File: src/rtl/lift_call_scheduler.sv
// SCAN-ordered lift call scheduler: latches floor calls, drives a stable target
// floor to the lift controller and holds the car for a fixed dwell at each stop.
module lift_call_scheduler #(
    parameter int NUM_FLOORS   = 8,
    parameter int DWELL_CYCLES = 4
) (
    input  logic                  clk,
    input  logic                  reset,
    input  logic [NUM_FLOORS-1:0] i_call_btn,
    input  logic [6:0]            i_cur_floor,
    input  logic                  i_ctl_stop,
    input  logic                  i_ctl_door,
    output logic [6:0]            o_req_floor,
    output logic [NUM_FLOORS-1:0] o_pending,
    output logic                  o_moving_up,
    output logic                  o_moving_down,
    output logic                  o_dwelling,
    output logic                  o_serviced,
    output logic [6:0]            o_serviced_floor
);

    localparam int CW = (DWELL_CYCLES > 1) ? $clog2(DWELL_CYCLES) : 1;
    localparam logic [CW-1:0] DWELL_LOAD = CW'(DWELL_CYCLES - 1);
    localparam logic [CW-1:0] CNT_ONE    = CW'(32'd1);
    localparam logic [CW-1:0] CNT_ZERO   = CW'(32'd0);

    typedef enum logic [1:0] {
        S_IDLE  = 2'd0,
        S_UP    = 2'd1,
        S_DOWN  = 2'd2,
        S_DWELL = 2'd3
    } state_t;

    state_t                r_state;
    state_t                w_state_nxt;
    logic                  r_dir;
    logic                  w_dir_nxt;
    logic [CW-1:0]         r_cnt;
    logic [CW-1:0]         w_cnt_nxt;
    logic [6:0]            r_req;
    logic [6:0]            w_req_nxt;
    logic [NUM_FLOORS-1:0] r_pending;
    logic [NUM_FLOORS-1:0] w_clr;
    logic                  r_serviced;
    logic                  w_serviced_nxt;
    logic [6:0]            r_srv_floor;
    logic [6:0]            w_srv_floor_nxt;

    logic                  w_above_vld;
    logic                  w_below_vld;
    logic [6:0]            w_above;
    logic [6:0]            w_below;
    logic [NUM_FLOORS-1:0] w_cur_hot;
    logic [NUM_FLOORS-1:0] w_req_hot;
    logic                  w_at_cur;
    logic                  w_any;
    logic                  w_arrived;
    logic [6:0]            w_up_dist;
    logic [6:0]            w_dn_dist;
    logic                  w_near_up;
    logic [6:0]            w_near;

    // Nearest pending call at/above and at/below the car, plus floor one-hots.
    always_comb begin
        w_above_vld = 1'b0;
        w_above     = 7'd0;
        w_below_vld = 1'b0;
        w_below     = 7'd0;
        w_cur_hot   = {NUM_FLOORS{1'b0}};
        w_req_hot   = {NUM_FLOORS{1'b0}};
        // Descending scan leaves the lowest hit, ascending scan the highest.
        for (int f = NUM_FLOORS - 1; f >= 0; f--) begin
            w_above     = (r_pending[f] && (7'(f) >= i_cur_floor)) ? 7'(f) : w_above;
            w_above_vld = w_above_vld | (r_pending[f] & (7'(f) >= i_cur_floor));
        end
        for (int f = 0; f < NUM_FLOORS; f++) begin
            w_below      = (r_pending[f] && (7'(f) <= i_cur_floor)) ? 7'(f) : w_below;
            w_below_vld  = w_below_vld | (r_pending[f] & (7'(f) <= i_cur_floor));
            w_cur_hot[f] = (7'(f) == i_cur_floor);
            w_req_hot[f] = (7'(f) == r_req);
        end
    end

    assign w_at_cur  = |(r_pending & w_cur_hot);
    assign w_any     = |r_pending;
    assign w_arrived = i_ctl_stop & i_ctl_door & (i_cur_floor == r_req);
    assign w_up_dist = w_above - i_cur_floor;
    assign w_dn_dist = i_cur_floor - w_below;
    assign w_near_up = w_above_vld & (~w_below_vld | (w_up_dist <= w_dn_dist));
    assign w_near    = w_near_up ? w_above : w_below;

    // Next-state, target floor, clear mask and service pulse.
    always_comb begin
        w_state_nxt     = r_state;
        w_dir_nxt       = r_dir;
        w_cnt_nxt       = r_cnt;
        w_req_nxt       = r_req;
        w_clr           = {NUM_FLOORS{1'b0}};
        w_serviced_nxt  = 1'b0;
        w_srv_floor_nxt = r_srv_floor;
        case (r_state)
            S_IDLE: begin
                if (w_at_cur && w_arrived) begin
                    w_clr           = w_cur_hot;
                    w_serviced_nxt  = 1'b1;
                    w_srv_floor_nxt = i_cur_floor;
                    w_cnt_nxt       = DWELL_LOAD;
                    w_state_nxt     = S_DWELL;
                end else if (w_any) begin
                    w_req_nxt = w_near;
                    if (w_near > i_cur_floor) begin
                        w_state_nxt = S_UP;
                        w_dir_nxt   = 1'b1;
                    end else begin
                        w_state_nxt = S_DOWN;
                        w_dir_nxt   = 1'b0;
                    end
                end else begin
                    w_state_nxt = S_IDLE;
                end
            end
            S_UP: begin
                if (w_arrived) begin
                    w_clr           = w_req_hot;
                    w_serviced_nxt  = 1'b1;
                    w_srv_floor_nxt = r_req;
                    w_cnt_nxt       = DWELL_LOAD;
                    w_state_nxt     = S_DWELL;
                end else if (w_above_vld) begin
                    w_req_nxt = w_above;
                end else if (w_any) begin
                    w_req_nxt   = w_below;
                    w_dir_nxt   = 1'b0;
                    w_state_nxt = S_DOWN;
                end else begin
                    w_state_nxt = S_IDLE;
                end
            end
            S_DOWN: begin
                if (w_arrived) begin
                    w_clr           = w_req_hot;
                    w_serviced_nxt  = 1'b1;
                    w_srv_floor_nxt = r_req;
                    w_cnt_nxt       = DWELL_LOAD;
                    w_state_nxt     = S_DWELL;
                end else if (w_below_vld) begin
                    w_req_nxt = w_below;
                end else if (w_any) begin
                    w_req_nxt   = w_above;
                    w_dir_nxt   = 1'b1;
                    w_state_nxt = S_UP;
                end else begin
                    w_state_nxt = S_IDLE;
                end
            end
            S_DWELL: begin
                // A call at the current floor is absorbed while the doors are open.
                w_clr     = w_cur_hot;
                w_req_nxt = i_cur_floor;
                if (r_cnt != CNT_ZERO) begin
                    w_cnt_nxt = r_cnt - CNT_ONE;
                end else if (r_dir && w_above_vld) begin
                    w_req_nxt   = w_above;
                    w_dir_nxt   = 1'b1;
                    w_state_nxt = S_UP;
                end else if (w_below_vld) begin
                    w_req_nxt   = w_below;
                    w_dir_nxt   = 1'b0;
                    w_state_nxt = S_DOWN;
                end else if (w_above_vld) begin
                    w_req_nxt   = w_above;
                    w_dir_nxt   = 1'b1;
                    w_state_nxt = S_UP;
                end else begin
                    w_state_nxt = S_IDLE;
                end
            end
            default: begin
                w_state_nxt = S_IDLE;
            end
        endcase
    end

    // State and output registers.
    always_ff @(posedge clk or posedge reset) begin
        if (reset) begin
            r_state     <= S_IDLE;
            r_dir       <= 1'b1;
            r_cnt       <= CNT_ZERO;
            r_req       <= 7'd0;
            r_pending   <= {NUM_FLOORS{1'b0}};
            r_serviced  <= 1'b0;
            r_srv_floor <= 7'd0;
        end else begin
            r_state     <= w_state_nxt;
            r_dir       <= w_dir_nxt;
            r_cnt       <= w_cnt_nxt;
            r_req       <= w_req_nxt;
            r_pending   <= (r_pending | i_call_btn) & ~w_clr;
            r_serviced  <= w_serviced_nxt;
            r_srv_floor <= w_srv_floor_nxt;
        end
    end

    assign o_req_floor      = r_req;
    assign o_pending        = r_pending;
    assign o_moving_up      = (r_state == S_UP);
    assign o_moving_down    = (r_state == S_DOWN);
    assign o_dwelling       = (r_state == S_DWELL);
    assign o_serviced       = r_serviced;
    assign o_serviced_floor = r_srv_floor;

endmodule
File: config.mk
export PLATFORM = sky130hd
export DESIGN_NAME = lift_call_scheduler
export DESIGN_NICKNAME = d
export VERILOG_FILES = /design/src/rtl/lift_call_scheduler.sv
export SDC_FILE = /design/constraint.sdc
export NUM_CORES = 1
export LEC_CHECK = 0
export CORE_UTILIZATION = 30
export CTS_CLUSTER_DIAMETER = 120
export DETAILED_ROUTE_END_ITERATION = 8
export SLEW_MARGIN = 10
export SYNTH_ARGS = -nofsm -noshare
export SYNTH_HDL_FRONTEND = slang
export SYNTH_SLANG_ARGS = --single-unit
File: constraint.sdc
create_clock -name clk -period 5.99 [get_ports clk]
set_input_delay 1.198 -clock clk [delete_from_list [all_inputs] [get_ports clk]]
set_output_delay 1.198 -clock clk [all_outputs]
set_load 0.01 [all_outputs]
==> results.yml <==
cts:
  numCtsBuffers: 3
  cts_root_buffer: "clkbuf_8"
  cts_tree: "built"
  clock_latency_ns: 0.27
  htree_levels: 1
  clock-sinks: 28
  clockBufferDepth: 2
  clkTransAtPathRegs_ns: 0.10
  cts_hold_buf: 0
global_routing:
  grt_usage_pct: 18.4
  grt_overflow: 0
  grt_pass1_vias: 3001
  antenna_found_initial: 0
  grt_max_degree: 29
  grt_first_pass_wirelength_microns: 15200
min_path:
  worstHoldPathType: "flop to flop"
  hp-start: "o_serviced_floor[1]"
  min_to: "o_serviced_floor[1]"
  holdPathStages: 2
synthesis:
  syn-num-nets: 434
  synth_top_area_share_pct: 22.1
  yosysWarnings: 0
  synth_edf_count: 0
  ys_ff_latch: 28
  ys_top_cells_by_area: "dfrtp_1, ha_1, a21oi_1"
  dominantRegCellSynth: "dfrtp_1"
  synth-async-reset-ratio_pct: 100
  postSynthCellCount: 392
  synth_top_cell_by_area: "dfrtp_1"
  yosysMostFrequentCell: "nor2_1"
  netlist_top_cells_count: "nor2_1, a21oi_1, nand2_1"
  syn-cell-area_sq_mm: 0.00305
  synthDistinctLibCells: 66
  ys_seq_area_share_pct: 23.0
  syn-mean-instance-area_sq_um: 7.78
timing:
  fin_crit_sh_pct: 94.1
  slew_violations: 0
  max-slew-margin-rel_pct: 27.5
  worstMarginPinSlew_ns: 1.09
  layout_setup_ws_ns: 0.351
  finalClockSkew_ns: 0.00412
  setup_violations: 0
  fmax_ghz: 0.177
  rsz0062_at_grt: "false"
  finalHoldViolations: 0
  fin_crit_ns: 5.64
job:
  maxCapViolations: 0
setup_path:
  r2r_slack_ns: 1.27
  ff2ff_path_depth: 24
  cp.required_ns: 6.16
  critPathArrivalTime_ns: 5.81
  regToRegStartpoint: "o_pending[5]"
  critPathMaxFanout: 7
  timing.rr.end: "r_state[0]"
  criticalPathCategory: "primary input to flop"
  worstSetupEndpointType: "flop"
  cp-start-kind: "primary input"
run_status:
  status: "finished clean"
die:
  core_area_sq_mm: 0.00982
  num_io_pins: 45
  start_util_pct: 31.1
  dieArea_sq_mm: 0.0106
  row_count: 36
  die_w_microns: 103
  die_h_microns: 103
route:
  ant_nets: 0
  first_pass_iters: 4
  drt_iter0_markers: 169
  avgRoutedWirePerCell_microns: 16.0
  wl_microns: 9610
  vias: 3202
  drc: 0
  viasPerCell: 5.35
final_layout:
  drive_above_1_share_pct: 21.5
  fin_nets: 509
  nFillCells: 1036
  multiInputGateArea_sq_mm: 0.00219
  regArea_sq_um: 702
  syn2layout_area_growth_pct: 34.3
  diodes: 0
  fin_cells: 599
pwr:
  clock_power_share_pct: 10.1
  p_per_area_mw_per_mm2: 286
  switchingPower_uw: 509
  p_comb_share_pct: 62.6
  irDropWorstVdd_uv: 169
  internal_power_uw: 663
  total_power_uw: 1170
  p_leak_uw: 0.00176
  seq_power_share_pct: 27.3
  switching_share_pct: 43.4
place:
  dp_hpwl_microns: 7600
  io_buffer_count: 44
  finalWeightedCongestion: 0.930
  dpl.cell_count: 593
  dp_slack_ns: -0.360
[worst max-delay path by stage]
stage	from	end	slack (ns)	cells after the start
after floorplan	i_cur_floor[5]	r_state[1]	0.31	28
after global placement	i_cur_floor[4]	r_state[1]	-0.23	26
after detailed placement	i_cur_floor[4]	r_state[1]	-0.36	26
after CTS	i_cur_floor[4]	r_state[0]	0.03	26
after global routing	i_cur_floor[2]	r_state[1]	0.02	28
final	i_cur_floor[2]	r_state[1]	0.35	28
[power groups by stage]
stage          clock network (uW)  registers (uW)  logic [uW]
2_1_floorplan                   0             320         486
3_3_place_gp                    0             321         715
3_5_place_dp                    0             322         721
4_1_cts                       123             319         726
5_1_grt                       129             328         812
6_report                      118             320         734
[stage by stage]
step | utilization (%) | setup TNS (ns) | hold slack (ns) | area, sq um
2_1_floorplan | - | 0 | 0.512 | 3050
3_3_place_gp | 39.8 | -0.555 | 0.522 | 3910
3_5_place_dp | 39.8 | -0.953 | 0.520 | 3910
4_1_cts | 40.5 | 0 | 0.542 | 3980
5_1_grt | 41.7 | 0 | 0.568 | 4100
6_report | 41.7 | 0 | 0.537 | 4100
[area by class of cell]
cell class | count | share of cell area, %
tap | 133 | 4.06
timing repair buffer | 100 | 21.4
sequential | 28 | 17.1
multi-input combinational | 307 | 53.5
inverter | 27 | 2.50
clock buffer | 4 | 1.34
[sequential cells by signal, summed over array words and instances, names as in the netlist]
name	flops
o_serviced_floor	7
r_state	2
o_pending	8
r_dir	1
o_req_floor	7
o_serviced	1
r_cnt	2
[cells in the final DEF, fill, tap and decap left out, drive strengths merged, types with 3 or more instances in the layout]
cell / netlist / final
nand2: 35 / 35
and2: 3 / 3
clkdlybuf4s50: 0 / 40
nand4: 5 / 5
o21ai: 28 / 28
dlymetal6s2s: 0 / 4
a211oi: 4 / 4
inv: 25 / 25
a2bb2oi: 3 / 3
a221oi: 8 / 8
nand2b: 5 / 5
nand3: 13 / 13
nor2: 39 / 39
a31oi: 11 / 11
a21oi: 39 / 39
o22ai: 3 / 3
o211ai: 4 / 4
buf: 20 / 56
ha: 21 / 21
nor3: 6 / 6
mux2i: 9 / 9
xor2: 4 / 4
dfrtp: 27 / 27
xnor2: 13 / 13
a21o: 6 / 6
nor4: 6 / 6
o21a: 3 / 3
nor2b: 6 / 6
clkbuf: 10 / 4
[worst max-delay path, stage by stage]
cell,delay [ns]
clkdlybuf4s50_1,0.57
clkinv_1,0.14
nand2_2,0.12
buf_6,0.13
nand2_1,0.05
a32oi_1,0.23
a311oi_2,0.08
inv_1,0.11
ha_2,0.18
inv_2,0.04
fa_2,0.34
a211oi_2,0.24
nand2_1,0.10
xor2_1,0.15
ha_1,0.32
nand3_1,0.12
o22ai_2,0.10
a31oi_2,0.22
a21oi_2,0.13
nand2_1,0.10
o21ai_2,0.06
ha_1,0.32
nor2b_2,0.17
o21ai_2,0.08
a21oi_4,0.15
a21oi_1,0.06
o211ai_1,0.20
o21ai_1,0.08
[metal layers]
metal  part of all wire, %  wire (microns)  track usage (%)
met5                     0               0                0
met4                  0.58              56             1.52
met3                   5.8             560             2.85
met2                    48            4610             31.8
met1                    46            4380             25.2
[kinds of logic (layout without fill, tap and decap cells)]
| logic type | count (synthesis) | count (layout) | share of synthesized area [%] |
|---|---|---|---|
| XOR/XNOR | 17 | 17 | 4.88 |
| multiplexers | 10 | 10 | 3.69 |
| buffers and inverters | 57 | 131 | 8.32 |
| flip-flops | 28 | 28 | 23.0 |
| adder cells (fa/ha/maj) | 23 | 23 | 9.92 |
| AND/OR/NAND/NOR | 127 | 127 | 21.4 |
| AO/OA/AOI/OAI | 130 | 130 | 28.7 |
[what timing repair did]
item	4_1_cts	5_1_grt
buffers inserted	0	2
resized for setup	2	31
endpoints found under the setup margin	2	3
pin swaps	0	18
(Power assumes the default switching activity.)
==> variant, RTL diff (same settings) <==
`r_srv_floor` no longer has a reset.
--- a/src/rtl/lift_call_scheduler.sv
+++ b/src/rtl/lift_call_scheduler.sv
@@ -192,3 +192,2 @@
             r_serviced  <= 1'b0;
-            r_srv_floor <= 7'd0;
         end else begin
@@ -200,4 +199,7 @@
             r_serviced  <= w_serviced_nxt;
-            r_srv_floor <= w_srv_floor_nxt;
         end
+    end
+
+    always_ff @(posedge clk) begin
+        r_srv_floor <= w_srv_floor_nxt;
     end
Function: differs if reset is asserted again (counterexample within 4 cycles, from zero or initial values and one cycle with reset high); with reset held inactive, the same outputs for 4 cycles.
==> variant against the original RTL <==
- final cell count fell by 3.2%
- worst setup slack got worse by 0.11 ns
- count of clock-buffer cells in the layout fell by 1
- power fell by 3.1%
- wire length fell by 3.4%
- clock skew rose by 0.0045 ns
- synthesized area fell by 6.2%
- sequential share of layout area rose by 1.2 points
- cell area fell by 1.7%
- sequential cell count did not move
- critical endpoint is now r_dir
- highest routed layer unchanged
==> variant: results (changes against the original RTL) <==
stage	metric	value	unit	change
worst_setup_path	Critical-path top delay cell	or4_4		was clkdlybuf4s50_1
power	clock power share	0.133		was 0.101
synth	Post-Synth XOR/XNOR Area	0.05201		was 0.04879
hold_path	Hold Crit Start	r_cnt[1]		was o_serviced_floor[1]
cts	TritonCTS Buffers	3		unchanged
worst_setup_path	largest incremental delay on the critical path	0.59	ns	was 0.57 ns
power	Comb. pwr	0.000651	W	was 0.000734 W
synth	Seq/Total Area, Yosys	0.2574		was 0.2300
grt	global-route wire length before repair	15290	µm	was 15190 µm
final_layout	max FFs per register	8		unchanged
worst_setup_path	r2r startpoint	o_pending[6]		was o_pending[5]
worst_setup_path	r2r setup slk	1.17	ns	was 1.27 ns
synth	prevailing post-synth register cell	dfrtp_1		unchanged
synth	Syn Inst Count	358		was 392
cts	clock buffer depth	2		unchanged
power	Leak	1.717	nW	was 1.761 nW
synth	post-synthesis mux area share	0.03059		was 0.03690
synth	Synth Net Count	400		was 434
worst_setup_path	Crit path arrival time	5.96	ns	was 5.81 ns
placed_design	routability cong.	0.9636		was 0.9297
power	Comb power frac	0.574		was 0.626
power	Max VDD drop	0.0001753	V	was 0.0001689 V
sta	Fin. Hold Viols	0		unchanged
synth	Adder-Cell Fraction of Synth Area	0.1058		was 0.09922
final_layout	Post-layout nets	494		was 509
synth	Synth area leaders	dfrtp_1 (17%), ha_1 (9.2%), edfxtp_1 (7.3%)		was dfrtp_1 (22%), ha_1 (8.6%), a21oi_1 (6.1%)
worst_setup_path	crit path from	i_cur_floor[3]		was i_cur_floor[2]
hold_path	HP Class	reg2reg		unchanged
sta	max_slew headroom	0.4175		was 0.2749
drt	vias	3089		was 3202
sta	clk_skew	0.008613	ns	was 0.004116 ns
synth	complex-gate fraction of the synthesized area	0.2902		was 0.2874
status	status	finished, final reports clean		unchanged
worst_setup_path	worst-path fanout max	4		was 7
power	switching pwr	0.0004588	W	was 0.0005088 W
synth	fraction of registers with async set/reset	0.7500		was 1.000
grt	initial antenna violation count	0		unchanged
final_layout	FILL cells	935		was 1036
grt	pin count of the biggest net entering global routing	22		was 29
final_layout	fraction of layout cells with a size suffix above 1	0.2395		was 0.2146
drt	first-iteration detailed-routing DRC count	311		was 169
sta	slack of the critical path	0.2371	ns	was 0.3515 ns
drt	drt wl/cell	16.01	µm	was 16.04 µm
grt	Total GRT Usage	0.1937		was 0.1842
synth	Post-synth EDFFs	7		was 0
placed_design	Setup WS pre-CTS	-0.5742	ns	was -0.3605 ns
synth	list of most frequent post-synthesis cells	nor2_1 (38), nand2_1 (34), o21ai_0 (31)		was nor2_1 (39), a21oi_1 (37), nand2_1 (33)
placed_design	Placed Cells	568		was 593
drt	drt pass-1 iters	5		was 4
grt	vias in the first global route	3038		was 3001
sta	Hold Slack	0.5771	ns	was 0.5371 ns
placed_design	hpwl dp	7189	µm	was 7596 µm
placed_design	placed cell area	3794	µm²	was 3913 µm²
drt	vias per cell	5.326		was 5.346
## variant: changes by cell type after synthesis, sizes merged, moves of 7 or more
cell,before,now
a21oi,39,24
buf,20,11
dfrtp,27,20
edfxtp,0,7
mux2i,9,2
nor2b,6,14
xnor2,13,6
xor2,4,11
## variant: worst paths after layout
path / to / cells past startpoint
max reg2reg: r_dir / 24
min in group asynchronous: o_pending[6] / 2
min reg2reg: r_cnt[1] / 2
min: r_cnt[1] / 2
max in group asynchronous: r_state[0] / 2
max: r_dir / 24
## variant: worst max-delay path: cells and delay by family
family | cells | cell delay [ns]
adder cells (fa/ha/maj) | 4 | 1.03
XOR/XNOR | 1 | 0.15
AND/OR/NAND/NOR | 5 | 1.05
AO/OA/AOI/OAI | 11 | 1.91
buffers and inverters | 2 | 0.29
multiplexers | 1 | 0.32
## variant: cell type report
| cell class | instances | area [µm²] | area share |
|---|---|---|---|
| Clock buffer | 3 | 41.29 | 0.01025 |
| Clock inverter | 1 | 30.03 | 0.007453 |
| Inverter | 22 | 83.83 | 0.02081 |
| Multi-Input combinational cell | 287 | 2029 | 0.5037 |
| Sequential cell | 28 | 737.0 | 0.1829 |
| Tap cell | 129 | 161.4 | 0.04006 |
| Timing Repair Buffer | 110 | 945.9 | 0.2348 |
## variant: routing by layer
layer	part of all wire	global-route usage	up-vias
met1	0.46	0.2639	1475
met2	0.48	0.3326	120
met5	0	0	-
li1	-	-	1488
met3	0.059	0.02460	6
met4	0.0071	0.02828	0
## variant: timing repair
action | CTS | global route
endpoints found under the hold margin | 0 | 0
endpoints found under the setup margin | 3 | 3
pin swaps | 20 | 16
resized for setup | 22 | 13
setup buffers | 5 | 3
hold buffers | 0 | 0
